### src/rtl/exu_regfile.sv
// exu_regfile: 32-entry integer register file with x0 hardwired to zero,
// two combinational operand read ports, one storage-only debug read port and
// a per-register pending-write scoreboard used by dispatch for RAW stalls.
// The FORWARD parameter selects whether a same-cycle write-back is bypassed
// to the operand ports (data and pending-clear) or only seen next cycle.
module exu_regfile #(
    parameter int FORWARD     = 1,
    parameter int RFNUM       = 32,
    parameter int XLEN        = 32,
    parameter int RFIDX_WIDTH = 5
) (
    input  logic                   clk,
    input  logic                   rst,
    input  logic                   rf_wbck_i_ena,
    input  logic [XLEN-1:0]        rf_wbck_i_wdat,
    input  logic [RFIDX_WIDTH-1:0] rf_wbck_i_rdidx,
    input  logic [RFIDX_WIDTH-1:0] rf_rs1_idx,
    input  logic [RFIDX_WIDTH-1:0] rf_rs2_idx,
    output logic [XLEN-1:0]        rf_rs1_dat,
    output logic [XLEN-1:0]        rf_rs2_dat,
    output logic                   rf_rs1_busy,
    output logic                   rf_rs2_busy,
    input  logic                   disp_ena,
    input  logic                   disp_rdwen,
    input  logic [RFIDX_WIDTH-1:0] disp_rdidx,
    input  logic                   flush,
    input  logic [RFIDX_WIDTH-1:0] dbg_idx,
    output logic [XLEN-1:0]        dbg_dat
);

    // Architectural storage: entry 0 does not exist, x0 is produced by the read muxes.
    logic [XLEN-1:0]  regs_r [1:RFNUM-1];
    logic [RFNUM-1:1] pend_r;
    logic [RFNUM-1:1] pend_nxt_s;

    logic disp_set_s;
    logic fwd_hit1_s;
    logic fwd_hit2_s;

    // Storage lookup through an explicit compare mux so index 0 never
    // addresses a non-existent entry.
    function automatic logic [XLEN-1:0] stored_dat(input logic [RFIDX_WIDTH-1:0] idx);
        logic [XLEN-1:0] res;
        res = '0;
        for (int i = 1; i < RFNUM; i++) begin
            if (idx == RFIDX_WIDTH'(i)) begin
                res = regs_r[i];
            end else begin
                res = res;
            end
        end
        return res;
    endfunction

    // Pending-bit lookup, index 0 always reads as not pending.
    function automatic logic stored_pend(input logic [RFIDX_WIDTH-1:0] idx);
        logic res;
        res = 1'b0;
        for (int i = 1; i < RFNUM; i++) begin
            if (idx == RFIDX_WIDTH'(i)) begin
                res = pend_r[i];
            end else begin
                res = res;
            end
        end
        return res;
    endfunction

    // Dispatch qualifiers and same-cycle bypass hits for both operand ports.
    always_comb begin
        disp_set_s = disp_ena & disp_rdwen;
        fwd_hit1_s = (FORWARD != 0) && rf_wbck_i_ena && (rf_wbck_i_rdidx == rf_rs1_idx);
        fwd_hit2_s = (FORWARD != 0) && rf_wbck_i_ena && (rf_wbck_i_rdidx == rf_rs2_idx);
    end

    // Scoreboard next state: flush clears all, a new producer beats a same-cycle write-back clear.
    always_comb begin
        pend_nxt_s = pend_r;
        for (int i = 1; i < RFNUM; i++) begin
            if (flush) begin
                pend_nxt_s[i] = 1'b0;
            end else if (disp_set_s && (disp_rdidx == RFIDX_WIDTH'(i))) begin
                pend_nxt_s[i] = 1'b1;
            end else if (rf_wbck_i_ena && (rf_wbck_i_rdidx == RFIDX_WIDTH'(i))) begin
                pend_nxt_s[i] = 1'b0;
            end else begin
                pend_nxt_s[i] = pend_r[i];
            end
        end
    end

    // State update: reset overrides everything; the write-back is not blocked by flush.
    always_ff @(posedge clk) begin
        if (rst) begin
            for (int i = 1; i < RFNUM; i++) begin
                regs_r[i] <= '0;
            end
            pend_r <= '0;
        end else begin
            for (int i = 1; i < RFNUM; i++) begin
                if (rf_wbck_i_ena && (rf_wbck_i_rdidx == RFIDX_WIDTH'(i))) begin
                    regs_r[i] <= rf_wbck_i_wdat;
                end else begin
                    regs_r[i] <= regs_r[i];
                end
            end
            pend_r <= pend_nxt_s;
        end
    end

    // Operand port 1: x0, then bypassed write-back, then storage.
    always_comb begin
        if (rf_rs1_idx == '0) begin
            rf_rs1_dat  = '0;
            rf_rs1_busy = 1'b0;
        end else if (fwd_hit1_s) begin
            rf_rs1_dat  = rf_wbck_i_wdat;
            rf_rs1_busy = 1'b0;
        end else begin
            rf_rs1_dat  = stored_dat(rf_rs1_idx);
            rf_rs1_busy = stored_pend(rf_rs1_idx);
        end
    end

    // Operand port 2: same selection as port 1.
    always_comb begin
        if (rf_rs2_idx == '0) begin
            rf_rs2_dat  = '0;
            rf_rs2_busy = 1'b0;
        end else if (fwd_hit2_s) begin
            rf_rs2_dat  = rf_wbck_i_wdat;
            rf_rs2_busy = 1'b0;
        end else begin
            rf_rs2_dat  = stored_dat(rf_rs2_idx);
            rf_rs2_busy = stored_pend(rf_rs2_idx);
        end
    end

    // Debug port reads storage only, never the bypass path.
    always_comb begin
        if (dbg_idx == '0) begin
            dbg_dat = '0;
        end else begin
            dbg_dat = stored_dat(dbg_idx);
        end
    end

endmodule

### config.mk
export PLATFORM = sky130hd
export DESIGN_NAME = exu_regfile
export DESIGN_NICKNAME = d
export VERILOG_FILES = /design/src/rtl/exu_regfile.sv
export SDC_FILE = /design/constraint.sdc
export NUM_CORES = 2
export LEC_CHECK = 0
export ABC_AREA = 1
export CORE_MARGIN = 2
export CORE_UTILIZATION = 40
export CTS_BUF_LIST = sky130_fd_sc_hd__clkbuf_4
export CTS_CLUSTER_DIAMETER = 50
export DETAILED_ROUTE_END_ITERATION = 6
export PLACE_DENSITY = 0.54
export SETUP_SLACK_MARGIN = 0.3
export SLEW_MARGIN = 20
export SYNTH_ARGS = -nofsm -noshare
export SYNTH_HDL_FRONTEND = slang
export SYNTH_SLANG_ARGS = --single-unit
### constraint.sdc
create_clock -name clk -period 5.68 [get_ports clk]
set_input_delay 1.42 -clock clk [delete_from_list [all_inputs] [get_ports clk]]
set_output_delay 1.42 -clock clk [all_outputs]
set_load 0.01 [all_outputs]
; After elaboration in Yosys (flattened, before gate mapping)
; Memories as Yosys holds them, arrays and structs flattened.
; Index checks and enable logic that the tools add are counted.
[classes]
n_addsub = 0
multipliers = 0
div = 0
n_lt_le_gt_ge = 0
n_eq_ne = 157
shifts = 0
n_mux = 476
bitwise_logic = 63
n_reduce_logical = 99
[op_table]
columns = cell, count
row1 = $mux 32, 160
row2 = $eq 5x5->1 const B, 80
row3 = $mux 1, 316
row4 = $eq 5x4->1 const B, 40
row5 = $eq 5x3->1 const B, 20
row6 = $logic_and 1x1->1, 64
row7 = $or 1x1->1, 62
row8 = $reduce_bool 2->1, 31
row9 = $eq 5x2->1 const B, 10
row10 = $eq 5x1->1 const B, 5
row11 = $logic_not 5->1, 3
row12 = $eq 5x5->1, 2
row13 = $reduce_or 2->1, 1
row14 = $and 1x1->1, 1
[totals]
ff_bits = 31
latch_bits = 0
ramBits = 992
mem_bits_ro = 0
in_bits = 63
word_cells = 827
mem_count = 1
[mem_list]
columns = name, words, word_bits, rd, rd_ports_with_merged_regs, wr, line
row1 = regs_r, 31, 32, 31, 0, 31, 32  ; logic [XLEN-1:0] regs_r [1:RFNUM-1];

; Logic depth before layout (Yosys ltp)
[logic_depth]
ltp_word = 34
ltp_mapped = 25

; Worst setup path after synthesis
; OpenSTA, ideal clock, no wires.
[synth_path]
kind = input to output
from = input port rf_rs1_idx[2]
to = output port rf_rs1_dat[20]
arrival_ns = 3.371
slack_ns = 0.889
path_stages = 24
n_path_buf = 2
path_cell_list = buf_2 -> inv_2 -> nor2_2 -> nand2_1 -> nor2_2 -> buf_2 -> a21oi_1 -> nand4_1 -> nand2_1 -> nand3_1 -> nor2_1 -> nand4_1 -> nand2_1 -> nand3_1 -> nand2_1 -> nand3_1 -> nand2_1 -> nand3_1 -> nand2_1 -> nand3_1 -> nand2_1 -> nand4_1 -> nand2_1 -> a21oi_1
[synth_via]
elab_chain_cells = 34
elab_cells_between_ends = 67
classes_between = 32 x eq/ne / 33 x mux / 2 x reduce/logical
[synth_rtl]
columns = item, line
row1 = from (decl), 17  ; input logic [RFIDX_WIDTH-1:0] rf_rs1_idx,
row2 = $eq 5x1->1, 46  ; if (idx == RFIDX_WIDTH'(i)) begin
row3 = $mux 32 (31 in a row), 46
row4 = $mux 32, 116  ; end else if (fwd_hit1_s) begin
row5 = $mux 32 *, 113  ; if (rf_rs1_idx == '0) begin
row6 = to (decl), 19  ; output logic [XLEN-1:0] rf_rs1_dat,
; Every way passes the cells marked *; elsewhere a longest branch is shown, timed or not.

; Worst setup path in the final report
[layout_path]
from = input port rf_rs2_idx[3]
to = output port rf_rs2_dat[28]
[layout_via]
elab_chain_cells = 34
elab_cells_between_ends = 67
classes_between = 32 x eq/ne / 33 x mux / 2 x reduce/logical
[layout_rtl]
columns = item, line
row1 = from (decl), 18  ; input logic [RFIDX_WIDTH-1:0] rf_rs2_idx,
row2 = $eq 5x1->1, 46
row3 = $mux 32 (31 in a row), 46
row4 = $mux 32, 130  ; end else if (fwd_hit2_s) begin
row5 = $mux 32 *, 127  ; if (rf_rs2_idx == '0) begin
row6 = to (decl), 20  ; output logic [XLEN-1:0] rf_rs2_dat,
; Marked as above.

==> key figures <==
Outcome
  – Status: finished with violations
  – Failing checks: DRC, setup timing

Die
  – Starting Density: 40.4%
  – Die span in y: just under 400 µm
  – Num rows: around 140
  – Io pins: 161
  – Die area: around 0.16 mm²
  – CORE AREA: between 0.15 and 0.2 mm²
  – Die width: 396 µm

Timing
  – Maximum clock frequency: 160 MHz
  – Clock Skew: 0 ps
  – Final worst path period need: 6240 ps
  – Final worst path period share: 110%
  – Setup repair after global routing missed its margin: true
  – Setup violators final: 96
  – Min setup slack post-route: -561 ps
  – Slew @ Worst Pin: ~1100 ps
  – Fin. max-slew vios: 0
  – Relative slew slack: 25.7%
  – Final hold vios: 0

Synthesis
  – Largest cells by area after synthesis: edfxtp_1, nand2_1, nor2_1, nand4_1, inv_1
  – Post-Syn Area: 0.0615 mm²
  – Most used DFF post-synth: edfxtp_1
  – Mean Syn Cell Area: 7.21 µm²
  – Post-synth top area cell: edfxtp_1
  – Top-area cell type share of the netlist area: 48.4%
  – Post-synth EDFFs: 992
  – Synth cell count leaders: nand2_1, nor2_1, edfxtp_1
  – Distinct cell type count after synthesis: 36
  – Synthesis-stage register bit count: 1023
  – Async S/R FF share, synth: 0%
  – Mapped Nets: 8604
  – Count leader, synth: nand2_1
  – Cells after Synth: 8541
  – Seq/Total Area, Yosys: 49.4%
  – Yosys Warn Count: 0

Worst hold path
  – Worst Hold Class: reg2reg

Final layout
  – Final core occ: 53.5%
  – FF+latch area: 0.0304 mm²
  – Fillers: 14400
  – Proportion of layout cells with a drive suffix above 1: 26.2%
  – Multi-input gate area: 0.0293 mm²
  – Final Net Count: 9620
  – Area growth syn-to-layout: 32.4%
  – Fin cells: about 12000

Clock network
  – Cts hold-fix bufs: 0
  – Htree depth: 5
  – Worst-path clk slew: 70 ps
  – CTS tree: yes
  – Worst skew pair latency: 1320 ps
  – Clock Sinks: ~1000
  – Longest Clk Path Bufs: 4
  – Clock root cell: clkbuf_4
  – Number of CTS-inserted buffers: 319

Drt
  – DRT Wirelength: between 200 and 300 mm
  – Vias: 66800
  – TritonRoute pass-1 iters: 7
  – Initial drt markers: 8961
  – Via density per instance: roughly 5.6
  – Routed Antenna Nets: 0
  – Post-route DRC: 6
  – WL/cell: 24.8 µm

Placement
  – Pre-CTS setup slack: -1460 ps
  – Placed cells: roughly 11000
  – Hpwl dp: 212 mm
  – Routability Congestion: 0.992
  – Number of port buffers: 160

Setup path
  – Most frequent CP cell: nand4_1
  – Crit path largest cell delay: 240 ps
  – Crit path max fanout: 8
  – Arrival @ worst endpoint: 4820 ps
  – Crit end category: primary output
  – WP data required: 4260 ps
  – CP Launch Type: input port
  – Slowest-stage cell, CP: nor3_4
  – CP Class: in2out
  – Worst-path cell chain: buf_4 -> inv_4 -> nand2_4 -> buf_8 -> nor3_4 -> buf_12 -> buf_4 -> nand2_1 -> nand2_1 -> nand4_1 -> nor2_2 -> nand4_1 -> nor2_2 -> nand4_1 -> nand2_2 -> nand4_1 -> buf_4 -> nand2_4 -> nand4_1 -> nor2_1 -> nand4_1 -> nor2_2 -> nor2_1 -> buf_2

Global routing
  – Met3 Use GR: 6.40%
  – Initial antenna violation count: 11
  – GR peak layer: met2
  – Vias in the first global route: ~63000
  – Routing usage on met1: 46.5%
  – Largest net degree at the start of global routing: 63
  – GRT met2 Usage: 57.0%
  – First-pass GRT wire length: 419 mm
  – Gr ovfl total: 0
  – All-Layer GR Usage: 36.1%

Power
  – Leak: 34.2 nW
  – Peak supply drop: 0.000194 V
  – Pwr Density: 242 mW/mm²

Flow run
  – Max Cap Viol: 0
## critical path, delay by kind of cell
kind	cells	cell delay, ps
buf+inv	7	1000
simple gates	17	2400
## cell families (layout without fill, tap and decap cells)
logic type | after synthesis | count (layout) | synth area share (%)
xor gates and xnor gates | 2 | 2 | 0.0285
and+or+nand+nor | 5756 | 5757 | 38.6
DFF | 1023 | 1023 | 49.4
buffers and inverters | 1287 | 2523 | 8.04
other | 0 | 11 | 0
AOI/OAI and AO/OA | 473 | 473 | 3.89
## layout make-up
type                            count  share of cell area (%)
Clock buffer                      455                    4.19
Inverter                          739                    3.57
Clock inverter                     87                   0.473
Sequential cell                  1023                    37.3
Timing Repair Buffer             1242                    15.4
Tap cell                         2030                    3.12
Multi-Input combinational cell   6232                    35.9
Antenna cell                       11                  0.0338
## power breakdown
| group | internal [mW] | switching (mW) |
|---|---|---|
| Clock | 3.75 | 3.53 |
| Combinational | 1.12 | 2.33 |
| Sequential | 8.69 | 0.303 |
| Total | 13.6 | 6.16 |
## sequential cells by signal, indices dropped and copies added, names as in the netlist
name / flops
pend_r: 31
regs_r: 992
## placed cells by master, fill, tap and decap left out, types with 39 or more instances in the layout
cell,n
nand2_1,2469
nor2_1,1754
edfxtp_1,992
buf_4,735
inv_1,686
nand4_1,668
clkbuf_4,455
nor2_2,291
nand2_2,206
a21oi_1,201
buf_6,187
o21ai_0,179
buf_12,168
nand3_2,84
nor2_4,81
clkinv_1,77
nand3_1,60
buf_2,57
a21oi_2,55
or2_2,52
clkdlybuf4s50_1,47
buf_8,39
## path summary, 6_finish.rpt
path / startpoint / end / slack, ps / cells after the start
setup / recovery: rf_rs2_idx[3] / rf_rs2_dat[28] / -560 / 24
hold / removal: pend_r[3]$_SDFFE_PP0P_ / pend_r[3]$_SDFFE_PP0P_ / 470 / 2
setup reg to reg: pend_r[22]$_SDFFE_PP0P_ / pend_r[22]$_SDFFE_PP0P_ / 4950 / 2
hold reg to reg: pend_r[3]$_SDFFE_PP0P_ / pend_r[3]$_SDFFE_PP0P_ / 470 / 2
## metal layers
metal	share of wire [%]	routed length [µm]
met1	38	113000
met5	0.015	43
met4	6.5	19100
met3	9.9	29100
met2	45	132000
## stage by stage
stage | area [µm²] | power, mW | hold WS, ps | TNS [ps]
floorplan | 61500 | 10.3 | 439 | 0
global placement | 72100 | 12.1 | 453 | -117410
detailed placement | 72100 | 12.1 | 461 | -118530
CTS | 79300 | 19.6 | 472 | -31170
global route | 81500 | 20.4 | 492 | -40310
finish | 81500 | 19.7 | 466 | -28080
## repair_timing
item,in CTS,in global routing
buffers inserted,138,62
resized for setup,1230,459
cloned,7,1
setup endpoints to repair,98,98
pin swaps,1057,1182
Note: power is estimated with default switching activity, not from simulation.
